<file path="src/rtl/dnn_pkg.sv">
// rtl/dnn_pkg.sv - shared constants, host FSM states and operand beat layout
package dnn_pkg;

  localparam int DOT_LEN   = 4;
  localparam int ELEM_W    = 16;
  localparam int RES_W     = 32;
  localparam int DNN_BATCH = 64;

  typedef enum logic [2:0] {
    IDLE,
    ISSUE,
    WAIT_FULL,
    READ_REQ,
    DRAIN
  } host_state_t;

  // First member lands in the MSBs, so a0 occupies op_data[15:0].
  typedef struct packed {
    logic [ELEM_W-1:0] b3;
    logic [ELEM_W-1:0] a3;
    logic [ELEM_W-1:0] b2;
    logic [ELEM_W-1:0] a2;
    logic [ELEM_W-1:0] b1;
    logic [ELEM_W-1:0] a1;
    logic [ELEM_W-1:0] b0;
    logic [ELEM_W-1:0] a0;
  } op_beat_t;

endpackage

</file>
<file path="src/rtl/dnn_result_fifo.sv">
// rtl/dnn_result_fifo.sv - synchronous FIFO with registered write and read-through head
module dnn_result_fifo #(
  parameter int DEPTH = 64,
  parameter int WIDTH = 33
) (
  input  logic                   clk,
  input  logic                   rst,
  input  logic                   push,
  input  logic                   pop,
  input  logic [WIDTH-1:0]       din,
  output logic [WIDTH-1:0]       dout,
  output logic                   full,
  output logic                   empty,
  output logic [$clog2(DEPTH):0] count
);

  localparam int PW = (DEPTH > 1) ? $clog2(DEPTH) : 1;
  localparam int CW = $clog2(DEPTH) + 1;

  logic [WIDTH-1:0] mem [DEPTH];
  logic [PW-1:0]    wr_ptr;
  logic [PW-1:0]    rd_ptr;
  logic             do_pop;

  function automatic logic [PW-1:0] ptr_inc(input logic [PW-1:0] p);
    return (p == PW'(DEPTH - 1)) ? '0 : p + PW'(1);
  endfunction

  assign empty  = (count == '0);
  assign full   = (count == CW'(DEPTH));
  assign do_pop = pop && !empty;
  assign dout   = mem[rd_ptr];

  always_ff @(posedge clk) begin
    if (push) mem[wr_ptr] <= din;
  end

  always_ff @(posedge clk) begin
    if (rst) begin
      wr_ptr <= '0;
      rd_ptr <= '0;
      count  <= '0;
    end else begin
      if (push)   wr_ptr <= ptr_inc(wr_ptr);
      if (do_pop) rd_ptr <= ptr_inc(rd_ptr);
      case ({push, do_pop})
        2'b10:   count <= count + CW'(1);
        2'b01:   count <= count - CW'(1);
        default: count <= count;
      endcase
    end
  end

endmodule

</file>
<file path="src/rtl/dnn_mac_host.sv">
// rtl/dnn_mac_host.sv - issues MAC batches to the accelerator and re-streams its readout
module dnn_mac_host
  import dnn_pkg::*;
#(
  parameter int BATCH       = DNN_BATCH,
  parameter int TIMEOUT_CYC = 1024,
  parameter int FIFO_DEPTH  = 64
) (
  input  logic              clk,
  input  logic              rst,
  input  logic              op_valid,
  output logic              op_ready,
  input  logic [127:0]      op_data,
  output logic              EN_mac,
  output logic [ELEM_W-1:0] mac_vecA_0,
  output logic [ELEM_W-1:0] mac_vecA_1,
  output logic [ELEM_W-1:0] mac_vecA_2,
  output logic [ELEM_W-1:0] mac_vecA_3,
  output logic [ELEM_W-1:0] mac_vecB_0,
  output logic [ELEM_W-1:0] mac_vecB_1,
  output logic [ELEM_W-1:0] mac_vecB_2,
  output logic [ELEM_W-1:0] mac_vecB_3,
  input  logic              RDY_mac,
  output logic              EN_readMem,
  input  logic              VALID_memVal,
  input  logic [RES_W-1:0]  memVal_data,
  output logic              res_valid,
  input  logic              res_ready,
  output logic [RES_W-1:0]  res_data,
  output logic              res_last,
  output logic              batch_done,
  output logic              err_timeout,
  output logic              err_protocol
);

  localparam int CW  = $clog2(BATCH) + 1;
  localparam int TW  = $clog2(TIMEOUT_CYC) + 1;
  localparam int FCW = $clog2(FIFO_DEPTH) + 1;

  host_state_t      state, state_nxt;
  logic [CW-1:0]    issue_cnt, cap_cnt;
  logic [TW-1:0]    wait_cnt;
  logic             en_mac, en_read, timeout_hit;
  logic             push, cap_last;
  logic             fifo_full, fifo_empty;
  logic [FCW-1:0]   fifo_count;
  logic [RES_W:0]   head;
  op_beat_t         beat;

  assign beat     = op_beat_t'(op_data);
  assign push     = VALID_memVal && (state == DRAIN);
  assign cap_last = (cap_cnt == CW'(BATCH - 1));

  always_comb begin
    state_nxt   = state;
    en_mac      = 1'b0;
    en_read     = 1'b0;
    timeout_hit = 1'b0;
    case (state)
      IDLE:      state_nxt = ISSUE;
      ISSUE: begin
        en_mac = op_valid && RDY_mac;
        if (en_mac && issue_cnt == CW'(BATCH - 1)) state_nxt = WAIT_FULL;
      end
      WAIT_FULL: begin
        // RDY_mac dropping is the accelerator's only "buffer full" indication.
        if (!RDY_mac) state_nxt = READ_REQ;
        else if (wait_cnt == TW'(TIMEOUT_CYC - 1)) begin
          timeout_hit = 1'b1;
          state_nxt   = IDLE;
        end
      end
      READ_REQ: begin
        // The burst cannot be stalled, so hold off until a whole batch fits.
        if (fifo_count <= FCW'(FIFO_DEPTH - BATCH)) begin
          en_read   = 1'b1;
          state_nxt = DRAIN;
        end
      end
      DRAIN:     if (push && cap_last) state_nxt = IDLE;
      default:   state_nxt = IDLE;
    endcase
  end

  always_ff @(posedge clk) begin
    if (rst) begin
      state        <= IDLE;
      issue_cnt    <= '0;
      cap_cnt      <= '0;
      wait_cnt     <= '0;
      batch_done   <= 1'b0;
      err_timeout  <= 1'b0;
      err_protocol <= 1'b0;
    end else begin
      state      <= state_nxt;
      batch_done <= push && cap_last;
      wait_cnt   <= (state == WAIT_FULL) ? wait_cnt + TW'(1) : '0;
      if (timeout_hit) err_timeout <= 1'b1;
      if (VALID_memVal && state != DRAIN) err_protocol <= 1'b1;
      if (state == IDLE) begin
        issue_cnt <= '0;
        cap_cnt   <= '0;
      end else begin
        if (en_mac) issue_cnt <= issue_cnt + CW'(1);
        if (push)   cap_cnt   <= cap_cnt + CW'(1);
      end
    end
  end

  always_ff @(posedge clk) begin
    if (!rst) assert (!(push && fifo_full));
  end

  dnn_result_fifo #(
    .DEPTH (FIFO_DEPTH),
    .WIDTH (RES_W + 1)
  ) u_fifo (
    .clk   (clk),
    .rst   (rst),
    .push  (push),
    .pop   (res_ready),
    .din   ({cap_last, memVal_data}),
    .dout  (head),
    .full  (fifo_full),
    .empty (fifo_empty),
    .count (fifo_count)
  );

  assign op_ready   = en_mac;
  assign EN_mac     = en_mac;
  assign EN_readMem = en_read;
  assign mac_vecA_0 = en_mac ? beat.a0 : '0;
  assign mac_vecA_1 = en_mac ? beat.a1 : '0;
  assign mac_vecA_2 = en_mac ? beat.a2 : '0;
  assign mac_vecA_3 = en_mac ? beat.a3 : '0;
  assign mac_vecB_0 = en_mac ? beat.b0 : '0;
  assign mac_vecB_1 = en_mac ? beat.b1 : '0;
  assign mac_vecB_2 = en_mac ? beat.b2 : '0;
  assign mac_vecB_3 = en_mac ? beat.b3 : '0;

  assign res_valid = !fifo_empty;
  assign res_data  = fifo_empty ? '0 : head[RES_W-1:0];
  assign res_last  = !fifo_empty && head[RES_W];

endmodule

</file>
<file path="config.mk">
export PLATFORM = sky130hd
export DESIGN_NAME = dnn_mac_host
export DESIGN_NICKNAME = d
export VERILOG_FILES = /design/src/rtl/dnn_pkg.sv /design/src/rtl/dnn_result_fifo.sv /design/src/rtl/dnn_mac_host.sv
export SDC_FILE = /design/constraint.sdc
export NUM_CORES = 2
export LEC_CHECK = 0
export CORE_MARGIN = 2
export CORE_UTILIZATION = 55
export DETAILED_ROUTE_END_ITERATION = 10
export GPL_TIMING_DRIVEN = 0
export PLACE_DENSITY = 0.73
export SYNTH_ARGS = -nofsm -noshare
export SYNTH_HDL_FRONTEND = slang
export SYNTH_SLANG_ARGS = --single-unit
</file>
<file path="constraint.sdc">
create_clock -name clk -period 9.7 [get_ports clk]
set_input_delay 1.455 -clock clk [delete_from_list [all_inputs] [get_ports clk]]
set_output_delay 1.455 -clock clk [all_outputs]
set_load 0.02 [all_outputs]
</file>
# Word level (Yosys, flattened, before mapping)

Memory sizes are Yosys's and may differ from the RTL's. A register that Yosys moved wholly into a read port is not among the register bits.
Index checks and enable logic that the tools add are counted.

Register bits after elaboration: 50
Bits in latches: 0
Memory bits (writable): 2,112
Bits in read-only memories: 0
Bits of input ports: 166
Logic and storage cells: 78
Memories kept: 1

Add/subtract/negate cells: 7
$mul: 0
Div/mod/pow operators: 0
$lt $le $gt $ge: 1
Eq/ne operators: 16
Shift operators: 0
Muxes and demuxes: 28
Bitwise operators: 1
Reductions and logical operators: 14

Memories:

| memory     | depth | bits a word | read ports | clocked after memory_dff | wr ports | line                  | source |
|---|---|---|---|---|---|---|---|
| u_fifo.mem | 64    | 33          | 1          | 1                        | 1        | dnn_result_fifo.sv:20 | `logic [WIDTH-1:0] mem [DEPTH];` |

Operators with widths:

| operator              | number |
|---|---|
| $mux 16               | 8 |
| $mux 32               | 1 |
| $mux 6                | 4 |
| $add 7x1->7 const B   | 3 |
| $mux 3                | 5 |
| $pmux 3 s5            | 1 |
| $eq 7x6->1 const B    | 2 |
| $pmux 7 s2            | 1 |
| $add 6x1->6 const B   | 2 |
| $eq 6x6->1 const B    | 2 |
| $add 11x1->11 const B | 1 |
| $eq 11x10->1 const B  | 1 |
| $mux 1                | 8 |
| $le 7x1->1 const B    | 1 |
| $logic_and 1x1->1     | 7 |
| $logic_not 7->1       | 1 |
| $sub 7x1->7 const B   | 1 |
| $eq 3x2->1 const B    | 2 |
| $ne 3x3->1 const B    | 2 |
| $ne 2x2->1 const B    | 2 |
| $reduce_and 4->1      | 1 |
| $reduce_or 2->1       | 2 |
| $eq 3x1->1 const B    | 1 |
| $eq 3x3->1 const B    | 1 |
| 7 further kinds       | 7 |

# Logic depth before layout (Yosys ltp)

Word-level depth: 5
Mapped depth: 13

# By module

From an unflattened synthesis, not the netlist that was laid out.

Cell total of the unflattened synthesis: 3,900
Area, all modules: 83,626.5 µm²

By module, submodules not included:

| module          | instances | cells each | area an instance (µm²) |
|---|---|---|---|
| dnn_result_fifo | 1         | 3,555      | 81,085.3 |
| dnn_mac_host    | 1         | 345        | 2,541.2 |

# Least setup slack after synthesis

OpenSTA, ideal clock, no wires.

Path kind: input to register
Start point: in VALID_memVal
End point: mem u_fifo.mem[56][0] (enable)
Data arrival time: 3.965 ns
Data required time: 9.277 ns
Path slack: 5.312 ns
Stages on the path: 7
Buffers on the path: 2
Cell sequence: nor4bb_1 buf_2 inv_1 clkbuf_1 nor2_1 nand2_1 nor2_1

Longest elaborated chain between the ends: 3

RTL lines:

| item                         | line                  | source |
|---|---|---|
| start: declaration           | dnn_mac_host.sv:25    | `input logic VALID_memVal,` |
| $logic_and 1x1->1            | dnn_mac_host.sv:51    | `assign push = VALID_memVal && (state == DRAIN);` |
| $mux 1                       | dnn_result_fifo.sv:35 | `if (push) mem[wr_ptr] <= din;` |
| $mux 1 (not written as such) | dnn_result_fifo.sv:35 |  |
| end: declaration             | dnn_result_fifo.sv:20 |  |

Every way passes these cells.

==> results.md <==
- Syn nets: 4030
- FF-to-FF Start: state[2]$_SDFFE_PP0P_
- VDD IR max: roughly 170 µV
- DR WL/cell: approximately 43 µm
- Power Dens Cells: about 200 nW/µm²
- Share of flip-flops with an asynchronous set or reset: 0%
- Worst Reg-to-Reg Cells: 9
- MaxCap Viol Count: 5
- Worst path slowest cell: nor2_1
- Hold Path Depth: 1
- Fraction of layout cells with a size suffix above 1: 26.5%
- Setup TNS: 0 ns
- Post-DP HPWL: ~190000 µm
- Clock Pin Slew Worst Setup and Hold Paths: 0.06 ns
- DRT iter0 DRCs: just over 9000
- Global-route wire length before repair: 387000 µm
- Nature of the critical path endpoint: primary output
- Post-layout nets: 4727
- Final-report max-slew violation count: 55
- Cell Int Power: 15.5 mW
- Die area: 156000 µm²
- RSZ-0062 raised after global routing: false
- Switching power: between 4 and 5 mW
- Leakage: 31.2 nW
- Gr ovfl total: 0
- Vias in the first global route: 46000
- Multi-input gate area in the final layout: 19100 µm²
- Die width: slightly below 400 µm
- Syn Inst Count: approximately 3900
- Cell area after synthesis: 84300 µm²
- Worst Skew: 0.0362 ns
- Routability cong.: around 0.9
- Post-cts resize count: 0
- Clock tree buffer depth: 3
- Hold Crit Class: register to register
- Dpl ws: 2.93 ns
- Synth-to-Final Area Change: 19.0%
- Outcome: complete, but fails checks
- Via count: slightly below 50000
- Initial Util: 55.5%
- Buffers on Ports: 333
- DR pass1 iterations: 8
- GR Util All Layers: 37.0%
- CP required: 8.25 ns
- FP Rows: 143
- # setup viols final: 0
- Setup slack, reg-to-reg: 5.64 ns
- CP max FO: 10
- Cell Chain, Critical Path: clkbuf_1 > inv_1 > buf_2 > nor2_1 > clkbuf_1 > a22oi_1 > o2111ai_1 > o31ai_1 > clkdlybuf4s50_1
- Die Span Y: 396 µm
- Mean Syn Cell Area: 21.9 µm²
- Fin crit period: 7.92 ns
- # IOs: 334
- Filler cells: approximately 9500
- Failing checks: capacitance limit, slew limit
- Antenna Nets Post-Route: 0
- DRC Markers: 0
- Final wirelength: 288000 µm
- Post-CTS Hold Buffers: 0
- Setup Buffers After CTS: 0
- Achievable frequency: 126 MHz
- Top-area cell type share of the netlist area: 75.2%
- Initial antenna violation count: 17
- Seq/Total Area, Yosys: 76.5%
- Clock share of power: 38.8%
- Cell mode on critical path: clkbuf_1
- Synth top area cells: edfxtp_1, mux4_2, mux2i_1
- Post-synth EDFFs: 2112
- FF/Latch Area: 64500 µm²
- Fin. Hold Viols: 0
- HP Start: wait_cnt[0]$_SDFF_PP0_
- Clk_lat worst skew: 0.85 ns
- Worst setup SP type: register
- Util after Layout: 66.0%
- Critical R2R Capture: u_fifo.mem[1][15]$_DFFE_PP_
- Synthesis-stage register bit count: ~2200
- Largest stage delay, worst path: between 1 and 1.5 ns
- Top_reg_cell synth: edfxtp_1
- Core area: 152000 µm²
- Via/cell ratio: just over 7
- Synth area leader: edfxtp_1
- Largest net degree at the start of global routing: between 60 and 70
- Register share of total power: 51.0%
- Slew @ Worst Pin: 1.59 ns
- Sw frac: between 20% and 30%
- WS Path Type: register to primary output
- Clock H-tree levels: 4
- YS warnings: 0
- Synth unique cells: 63
- Final worst slack: 1.78 ns
- Root Driver: clkbuf_16
- CTS tree: done
- Comb power frac: 10.2%
- CP top delay family: buffers and inverters
- TritonCTS Buffers: roughly 210
- Slew headroom: -6.06%
- Worst Path Arrival: 6.47 ns
- Worst Hold Endpoint: wait_cnt[0]$_SDFF_PP0_
- Crit share post-route: between 80% and 90%
- WP buf/inv: 5
- Clock Sinks: 2168
==> per-stage QoR <==
stage	hold slack (ns)	instances	cell area [µm²]	power (mW)
after floorplan	0.442	3857	84300	11.6
after global placement	0.454	6220	90200	12.5
after detailed placement	0.466	6374	93900	12.5
after CTS	0.483	6752	100000	20.1
after global routing	0.503	6753	100000	20.6
final	0.480	6756	100000	20.2
==> worst reg2reg max path, stage by stage (launching register included) <==
cell,delay [ns]
dfxtp_1,0.46
nor4bb_1,0.24
buf_2,0.30
inv_1,0.12
clkbuf_1,0.27
nor2_1,0.32
nand2_1,0.56
nor2_4,0.97
buf_16,0.26
buf_12,0.22
==> logic make-up after synthesis <==
logic type / count (synthesis) / synth area share, %
AOI/OAI and AO/OA: 202 / 1.60
xor gates and xnor gates: 28 / 0.291
adders and majority gates: 7 / 0.104
buffers and inverters: 222 / 1.39
DFF: 2168 / 76.5
muxes: 720 / 17.1
and+or+nand+nor: 510 / 3.03
==> cell type report <==
cell class | count | share of cell area (%)
sequential | 2168 | 64.3
multi-input combinational | 1467 | 19.0
timing repair buffer | 487 | 6.49
clock buffer | 267 | 5.53
tap | 2030 | 2.53
buffer | 211 | 1.13
clock inverter | 111 | 0.893
inverter | 11 | 0.0436
antenna | 4 | 0.00997
==> state kept, by name (all words and copies together), names as in the netlist, named ones only <==
register,flops
wait_cnt,11
issue_cnt,7
u_fifo.count,7
cap_cnt,7
u_fifo.mem,2112
err_timeout,1
u_fifo.wr_ptr,6
state,3
u_fifo.rd_ptr,6
err_protocol,1
batch_done,1
==> synthesized netlist by cell type, drive strengths merged, types with 4 or more instances <==
cell type  count
nor4           5
nand2        104
and3           6
and2         131
o22ai         16
a31oi          9
inv           11
and4           5
o221ai         5
o21ai         25
mux2          29
mux2i        120
a22o           7
edfxtp      2112
a22oi         45
xnor2          6
nand2b         6
o211ai        15
or3            6
nand3b         4
nor3          16
nor2b         16
nand4         15
nor2         144
buf          136
nand3         34
mux4         571
a21oi         49
and3b          4
or2            4
ha             7
xor2          22
dfxtp         56
clkbuf        75
==> layer usage <==
layer / vias to the layer above / global-route usage [%] / part of all wire, %
met5: - / 0 / 0.028
met4: 12 / 22.0 / 7.5
met3: 1109 / 13.4 / 15
met2: 4742 / 53.8 / 44
met1: 24600 / 48.2 / 33
li1: 17500 / - / -
==> cell usage in the layout, fill, tap and decap left out, drive strengths merged, types with 16 or more instances in the layout <==
| master | Yosys | layout |
|---|---|---|
| o22ai | 16 | 16 |
| xor2 | 22 | 22 |
| nor2b | 16 | 16 |
| inv | 11 | 18 |
| a22oi | 45 | 45 |
| nand3 | 34 | 34 |
| a21oi | 49 | 49 |
| nand2 | 104 | 104 |
| nor2 | 144 | 144 |
| mux2 | 29 | 29 |
| mux2i | 120 | 120 |
| edfxtp | 2112 | 2112 |
| clkdlybuf4s50 | 0 | 301 |
| and2 | 131 | 131 |
| clkinv | 0 | 84 |
| nor3 | 16 | 16 |
| clkbuf | 75 | 343 |
| o21ai | 25 | 25 |
| mux4 | 571 | 571 |
| dfxtp | 56 | 56 |
| buf | 136 | 321 |
==> power groups by stage <==
| stage | Clock, mW | Combinational [mW] | Sequential [mW] |
|---|---|---|---|
| 3_5_place_dp | 0 | 2.01 | 10.5 |
| 3_3_place_gp | 0 | 1.96 | 10.5 |
| 5_1_grt | 8.18 | 2.12 | 10.3 |
| 6_report | 7.83 | 2.06 | 10.3 |
| 2_1_floorplan | 0 | 1.12 | 10.5 |
| 4_1_cts | 7.83 | 2.02 | 10.3 |
==> worst max path at each step <==
stage	slack, ns	endpoint	start	cells past startpoint
4_1_cts	2.00	res_data[8]	register	8
3_5_place_dp	2.93	res_data[8]	register	8
2_1_floorplan	5.31	u_fifo.mem[56][0]$_DFFE_PP_	VALID_memVal	7
5_1_grt	1.97	res_data[24]	register	9
3_3_place_gp	0.71	u_fifo.mem[18][20]$_DFFE_PP_	VALID_memVal	8
6_report	1.78	res_data[24]	register	9
Note: power is estimated with default switching activity, not from simulation.
